## config.mk

```make
export PLATFORM = sky130hd
export DESIGN_NAME = fdsync24_ctrl
export DESIGN_NICKNAME = d
export VERILOG_FILES = /design/src/rtl/fdsync24_pkg.sv /design/src/rtl/fdsync24_ctrl_rr_arb3.sv /design/src/rtl/fdsync24_ctrl.sv
export SDC_FILE = /design/constraint.sdc
export NUM_CORES = 1
export LEC_CHECK = 0
export CAP_MARGIN = 20
export CORE_MARGIN = 1
export CORE_UTILIZATION = 45
export DETAILED_ROUTE_END_ITERATION = 8
export DONT_BUFFER_PORTS = 1
export PLACE_DENSITY = 0.56
export SLEW_MARGIN = 30
export SYNTH_ARGS = -nofsm -noshare
export SYNTH_HDL_FRONTEND = slang
export SYNTH_SLANG_ARGS = --single-unit
```

## constraint.sdc

```tcl
create_clock -name sys_clk -period 2.6 [get_ports sys_clk]
set_input_delay 0.52 -clock sys_clk [delete_from_list [all_inputs] [get_ports sys_clk]]
set_output_delay 0.52 -clock sys_clk [all_outputs]
set_load 0.05 [all_outputs]
```

## src/rtl/fdsync24_pkg.sv

```systemverilog
// rtl/fdsync24_pkg.sv - shared constants and FSM state type for the fdsync24 write controller
package fdsync24_pkg;

  localparam int WIDTH = 24;
  localparam int NREQ  = 3;
  localparam logic [WIDTH-1:0] RESET_VAL = 24'h000000;

  typedef enum logic {
    IDLE = 1'b0,
    COOL = 1'b1
  } state_t;

endpackage

```

## src/rtl/fdsync24_ctrl_rr_arb3.sv

```systemverilog
// rtl/fdsync24_ctrl_rr_arb3.sv - three-way round-robin arbiter with registered priority pointer
module rr_arb3 (
  input  logic       clk,
  input  logic       reset,
  input  logic [2:0] req,
  input  logic       en,
  output logic [2:0] gnt,
  output logic       any
);

  logic [1:0] ptr;

  assign any = |req;

  // Search order starts at ptr and wraps; encoding 2'd3 is unreachable and falls back to 0.
  always_comb begin
    gnt = 3'b000;
    case (ptr)
      2'd1: begin
        if      (req[1]) gnt = 3'b010;
        else if (req[2]) gnt = 3'b100;
        else if (req[0]) gnt = 3'b001;
      end
      2'd2: begin
        if      (req[2]) gnt = 3'b100;
        else if (req[0]) gnt = 3'b001;
        else if (req[1]) gnt = 3'b010;
      end
      default: begin
        if      (req[0]) gnt = 3'b001;
        else if (req[1]) gnt = 3'b010;
        else if (req[2]) gnt = 3'b100;
      end
    endcase
  end

  always_ff @(posedge clk) begin
    if (reset) begin
      ptr <= 2'd0;
    end else if (en && any) begin
      if (gnt[0])      ptr <= 2'd1;
      else if (gnt[1]) ptr <= 2'd2;
      else             ptr <= 2'd0;
    end
  end

endmodule

```

## src/rtl/fdsync24_ctrl.sv

```systemverilog
// rtl/fdsync24_ctrl.sv - arbitrated staging register with sync/bypass commit into the active register
module fdsync24_ctrl #(
  parameter int WIDTH = fdsync24_pkg::WIDTH,
  parameter int NREQ  = fdsync24_pkg::NREQ,
  parameter logic [WIDTH-1:0] RESET_VAL = fdsync24_pkg::RESET_VAL
) (
  input  logic             sys_clk,
  input  logic             reset,
  input  logic [NREQ-1:0]  req,
  input  logic [WIDTH-1:0] din0,
  input  logic [WIDTH-1:0] din1,
  input  logic [WIDTH-1:0] din2,
  output logic [NREQ-1:0]  ack,
  input  logic             sync,
  input  logic             imm,
  input  logic             clr_ovr,
  output logic [WIDTH-1:0] q,
  output logic [WIDTH-1:0] stage,
  output logic             pending,
  output logic             ld,
  output logic             overrun
);

  import fdsync24_pkg::*;

  state_t           state;
  logic [2:0]       gnt;
  logic             any;
  logic             grant;
  logic             commit;
  logic [WIDTH-1:0] din_sel;

  rr_arb3 u_arb (
    .clk   (sys_clk),
    .reset (reset),
    .req   (req),
    .en    (state == IDLE),
    .gnt   (gnt),
    .any   (any)
  );

  assign grant  = (state == IDLE) && any;
  assign commit = (sync || imm) && pending;

  always_comb begin
    din_sel = din0;
    if (gnt[1]) din_sel = din1;
    if (gnt[2]) din_sel = din2;
  end

  always_ff @(posedge sys_clk) begin
    if (reset) begin
      state   <= IDLE;
      ack     <= '0;
      ld      <= 1'b0;
      q       <= RESET_VAL;
      stage   <= RESET_VAL;
      pending <= 1'b0;
      overrun <= 1'b0;
    end else begin
      ack <= grant ? gnt : '0;
      ld  <= commit;
      if (commit) q <= stage;
      if (grant) stage <= din_sel;
      // A grant coinciding with a commit leaves the new data pending but loses nothing.
      pending <= grant || (pending && !commit);
      if (grant && pending && !commit) overrun <= 1'b1;
      else if (clr_ovr)                overrun <= 1'b0;
      case (state)
        IDLE:    if (grant) state <= COOL;
        default: state <= IDLE;
      endcase
    end
  end

endmodule
```

# Word level (Yosys, flattened, before mapping)
# Index checks and enable logic that the tools add are counted.
[op_classes]
mux = 17
n_eq_ne = 2
n_reduce_logical = 12
bitwise_logic = 2
[ops]
columns = ["cell", "n"]
rows = [
  ["24-bit two-way mux", 2],
  ["3-bit two-way mux", 7],
  ["2-bit two-way mux", 3],
  ["3-bit case mux with 2 select lines", 1],
  ["1-bit logical AND", 5],
  ["1-bit two-way mux", 4],
  ["2-bit OR reduction", 2],
  ["3-bit OR reduction", 1],
  ["2-bit by 1-bit equality test with 1-bit output, second input constant", 1],
  ["2-bit equality test, second input constant", 1],
  ["1-bit logical OR", 2],
  ["1-bit NOT", 2],
  ["2-bit nonzero test", 1],
  ["1-bit zero test", 1],
]
[word_totals]
inputBits = 80
output_inout_bits = 54
ff_bits = 57

# Depth between registers and ports, before layout
[logic_depth]
ltp_word = 6
depth_mapped = 7

# By module
# Synthesis repeated with hierarchy kept, for this count alone.
[hier_totals]
hier_cells = 316
area_unflattened_um2 = 2847.7
[modules_own_cells]
columns = ["module", "seq_area_each_um2", "cells_per_inst", "instances", "area_each_um2"]
rows = [
  ["fdsync24_ctrl", 1101.1, 287, 1, 2622.5],
  ["rr_arb3", 40.0, 29, 1, 225.2],
]

# Worst setup path before layout
# No wires, ideal clock.
[synth_timing]
path_kind = "register -> register"
from = "register u_arb.ptr[0]"
to = "register stage[11]"
path_buffers = 1
setup_ns = 0.129
path_slack_ns = 0.629
arrival_ns = 1.842
path_stages_with_launch = 8
required_ns = 2.471
path_cell_list = "dfxtp_1 -> inv_1 -> ha_1 -> nor2b_4 -> o31ai_4 -> buf_8 -> mux2i_1 -> o221ai_2"
[synth_via]
elab_chain_cells = 4
[synth_rtl]
columns = ["item", "line_no", "text"]
rows = [
  ["from (decl)", "fdsync24_ctrl_rr_arb3.sv:11", "logic [1:0] ptr;"],
  ["from (signal assigned)", "fdsync24_ctrl_rr_arb3.sv:39", "ptr <= 2'd0;"],
  ["from (signal assigned)", "fdsync24_ctrl_rr_arb3.sv:41", "if (gnt[0]) ptr <= 2'd1;"],
  ["from (signal assigned)", "fdsync24_ctrl_rr_arb3.sv:42", "else if (gnt[1]) ptr <= 2'd2;"],
  ["2-bit equality test / 2-bit by 1-bit equality test with 1-bit output (equally long branches)", "fdsync24_ctrl_rr_arb3.sv:18", "case (ptr)"],
  ["3-bit case mux with 2 select lines (*)", "fdsync24_ctrl_rr_arb3.sv:18", ""],
  ["24-bit two-way mux", "fdsync24_ctrl.sv:47", "if (gnt[1]) din_sel = din1;"],
  ["24-bit two-way mux (*)", "fdsync24_ctrl.sv:48", "if (gnt[2]) din_sel = din2;"],
  ["to (signal assigned)", "fdsync24_ctrl.sv:64", "if (grant) stage <= din_sel;"],
  ["to (decl)", "fdsync24_ctrl.sv:18", "output logic [WIDTH-1:0] stage,"],
]
# Every way passes the cells marked *; elsewhere a longest branch is shown, timed or not.
# A chain may end at the register's enable or synchronous reset.

# Worst setup path in the final report
[layout_timing]
from = "register u_arb.ptr[0]"
to = "register stage[0]"
# Same word-level chain as after synthesis.

==> summary.txt <==
Outcome
  – Outcome: finished clean

Floorplan
  – Die area: ~6000 µm²
  – FP Rows: 27
  – Die Ht: 77.6 µm
  – Io pins: between 100 and 150
  – Die W: 77.6 µm
  – Core Area: 5510 µm²
  – Initial core utilization: 0.466

Clock network
  – CTS sink cnt: 57
  – CTS buffer count: 9
  – H-tree Lvls: 3
  – CTS tree: built
  – Clock latency on the worst-skew pair: 0.32 ns
  – Clock Pin Slew Worst Setup and Hold Paths: around 0.060 ns
  – Hold-fix buffers, CTS: 0
  – Postcts setup bufs: 0
  – Post-cts resize count: 0
  – Clock buffer depth: 2
  – Root Driver: clkbuf_8

Critical path
  – R2R Path End: stage[0]$_SDFFE_PP0N_
  – Reg2Reg Depth: 7
  – Worst Setup SP: u_arb.ptr[0]$_SDFFE_PP0N_
  – RR Startpoint: u_arb.ptr[0]$_SDFFE_PP0N_
  – CP Capture Type: flip-flop
  – CP startpoint kind: flip-flop
  – Worst endpoint required time: 2.79 ns
  – Crit path max fanout: 14
  – Reg-to-reg setup timing slack: 0.62 ns
  – CP Class: reg2reg
  – CP arrival: about 2.2 ns

STA
  – Worst Clk Skew: 0.00638 ns
  – Measured slew at the worst slew-check pin: between 0.5 and 0.6 ns
  – Final Hold Viols: 0
  – Slew headroom: 0.604
  – Final setup fails: 0
  – Period utilisation layout: 0.762
  – Setup TNS: 0 ns
  – Unrepaired setup endpoints after global routing: no
  – Fmax: 0.505 GHz
  – Post-route minimum period: 1.98 ns
  – Final Max Slew Viols: 0

Detailed routing
  – WL/cell: 16.5 µm
  – DR vias: 1918
  – DRT Wirelength: 5840 µm
  – First-pass DRT Iterations: 4
  – Starting DRC count in detailed routing: 48
  – DRC: 0
  – Vias per inst: 5.42
  – Number of routed nets with antenna violations: 0

Power
  – Overall Power: 2.12 mW
  – Switching Share: 0.333
  – Logic pwr share: 0.108
  – Static leakage: ~1.2 nW
  – Seq pwr share: 0.567
  – Clock power share: 0.325
  – Int Pwr: 1.41 mW
  – Peak supply drop: 0.338 mV
  – Psw: 0.706 mW
  – PD cells: 767 nW/µm²

Worst hold path
  – Hold EP: q[4]$_SDFFE_PP0N_
  – Hold path depth: 1
  – Hold Startpoint: reset
  – Hold Crit Class: in2reg

Yosys
  – Synth area leader: dfxtp_1
  – Post-Synthesis Cells: 281
  – Top cells by area, synth: dfxtp_1, o221ai_2, nand2_1, mux2i_1, a21oi_1
  – Synth top area share: 0.444
  – Dominant synthesized flop cell: dfxtp_1
  – Synthesized cell area: 2570 µm²
  – Sequential share of the synthesized area: 0.444
  – Avg Inst Size Synth: 9.14 µm²
  – Post-synth net total: 363
  – Yosys warning count: 0
  – Number of synthesized register bits: 57
  – Synth unique cells: 32
  – Asr flop ratio synth: 0
  – Post-synth EDFFs: 0

Cells and area
  – Share of layout cells above drive strength 1: 0.170
  – Nets@finish: 363
  – P&R area growth vs syn: 7.55%
  – Fill cell count: 526
  – Non-filler cells, final: 354
  – # diodes: 0
  – Post-route cell area: 2760 µm²

Global routing
  – Total global-route track usage: 0.203
  – Initial antenna violation count: 0
  – Largest net degree at the start of global routing: 31
  – First-pass GRT wire length: between 9000 and 10000 µm
  – Vias in the first global route: 1819
  – Final global-route overflow total: 0

Place
  – I/O Buffers: 0
  – HPWL Detailed: 4000 µm
  – # placed instances: 342
  – RD Place Congestion: approximately 0.84
  – Area after DPL: approximately 2600 µm²

Job
  – Max cap viols: 0
-- flip-flops by register name, summed over array words and instances, names as in the netlist --
signal,count
ack,3
ld,1
overrun,1
pending,1
q,24
stage,24
state,1
u_arb.ptr,2
-- cell type report --
class | instances | area, µm² | area share
clock buffers | 11 | 151 | 0.0548
clock inverters | 1 | 5.00 | 0.00181
inverters | 31 | 116 | 0.0421
multi-input cells | 176 | 1210 | 0.439
flip-flops and latches | 57 | 1140 | 0.413
well taps | 72 | 90.1 | 0.0326
repair buffers | 6 | 45.0 | 0.0163
-- cells by family (layout without fill, tap and decap cells) --
logic type / count (synthesis) / in the layout / share of synthesized area
AOI/OAI and AO/OA: 61 / 61 / 0.219
muxes: 24 / 24 / 0.0935
and+or+nand+nor: 89 / 89 / 0.148
DFF: 57 / 57 / 0.444
adders and majority gates: 2 / 2 / 0.00974
buffers and inverters: 48 / 49 / 0.0857
-- power by group through the flow --
| stage | sequential, mW | combinational, mW | clock [mW] |
|---|---|---|---|
| 2_1_floorplan | 1.20 | 0.203 | 0 |
| 3_3_place_gp | 1.22 | 0.229 | 0 |
| 3_5_place_dp | 1.22 | 0.232 | 0 |
| 4_1_cts | 1.20 | 0.232 | 0.711 |
| 5_1_grt | 1.21 | 0.256 | 0.751 |
| 6_report | 1.20 | 0.228 | 0.688 |
-- worst max-delay path by stage --
stage	cells past startpoint	to	slack, ns
floorplan	7	stage[11]$_SDFFE_PP0N_	0.63
global placement	7	stage[21]$_SDFFE_PP0N_	0.62
detailed placement	7	stage[21]$_SDFFE_PP0N_	0.60
CTS	7	stage[0]$_SDFFE_PP0N_	0.60
global route	7	stage[0]$_SDFFE_PP0N_	0.47
finish	7	stage[0]$_SDFFE_PP0N_	0.62
-- synthesized netlist by cell type (all sizes together), types with 2 or more instances --
cell    number
nor2         7
o21ai        4
mux2i       24
buf          7
o221ai      24
ha           2
a21oi       27
inv         31
nand2       72
nor2b        4
dfxtp       57
clkbuf      10
-- routing by layer --
metal  routed length [µm]  share of wire  track usage  vias up
li1                     -              -            -      944
met3                  502          0.086       0.0776        6
met4                   82          0.014        0.102        0
met2                 2870           0.49        0.330       76
met1                 2380           0.41        0.230      892
met5                    0              0            0        -
-- stage by stage --
| stage | utilization | worst slack [ns] | hold slack, ns |
|---|---|---|---|
| after detailed placement | 0.473 | 0.602 | 0.485 |
| after floorplan | - | 0.629 | 0.471 |
| after global routing | 0.502 | 0.474 | 0.248 |
| final | 0.502 | 0.620 | 0.266 |
| after CTS | 0.502 | 0.599 | 0.245 |
| after global placement | 0.473 | 0.617 | 0.485 |
-- cells in the final DEF, fill, tap and decap left out --
cell      count
buf_4         6
nor3b_1       1
o21ai_2       1
mux2i_1      24
inv_2         1
or3_4         1
o31ai_4       1
o221ai_2     20
nor2b_1       1
nor3_1        1
inv_1        30
a21o_4        1
o211ai_1      1
ha_1          2
dfxtp_1      57
a22o_1        1
clkbuf_8     11
o21ba_2       1
nand2b_1      1
nand2_1      72
nor2b_4       1
nor2_1        7
nor2b_2       2
clkinv_2      1
nand3_2       1
and3b_1       1
a32oi_1       1
a21oi_1      27
o21ai_0       3
o221ai_1      4
-- worst max-delay path: stages, from the launching register on --
cell      delay, ns
dfxtp_1        0.34
inv_1          0.05
ha_1           0.34
nor2b_4        0.16
o31ai_4        0.25
buf_4          0.30
mux2i_1        0.26
o221ai_1       0.14
(Power assumes the default switching activity.)
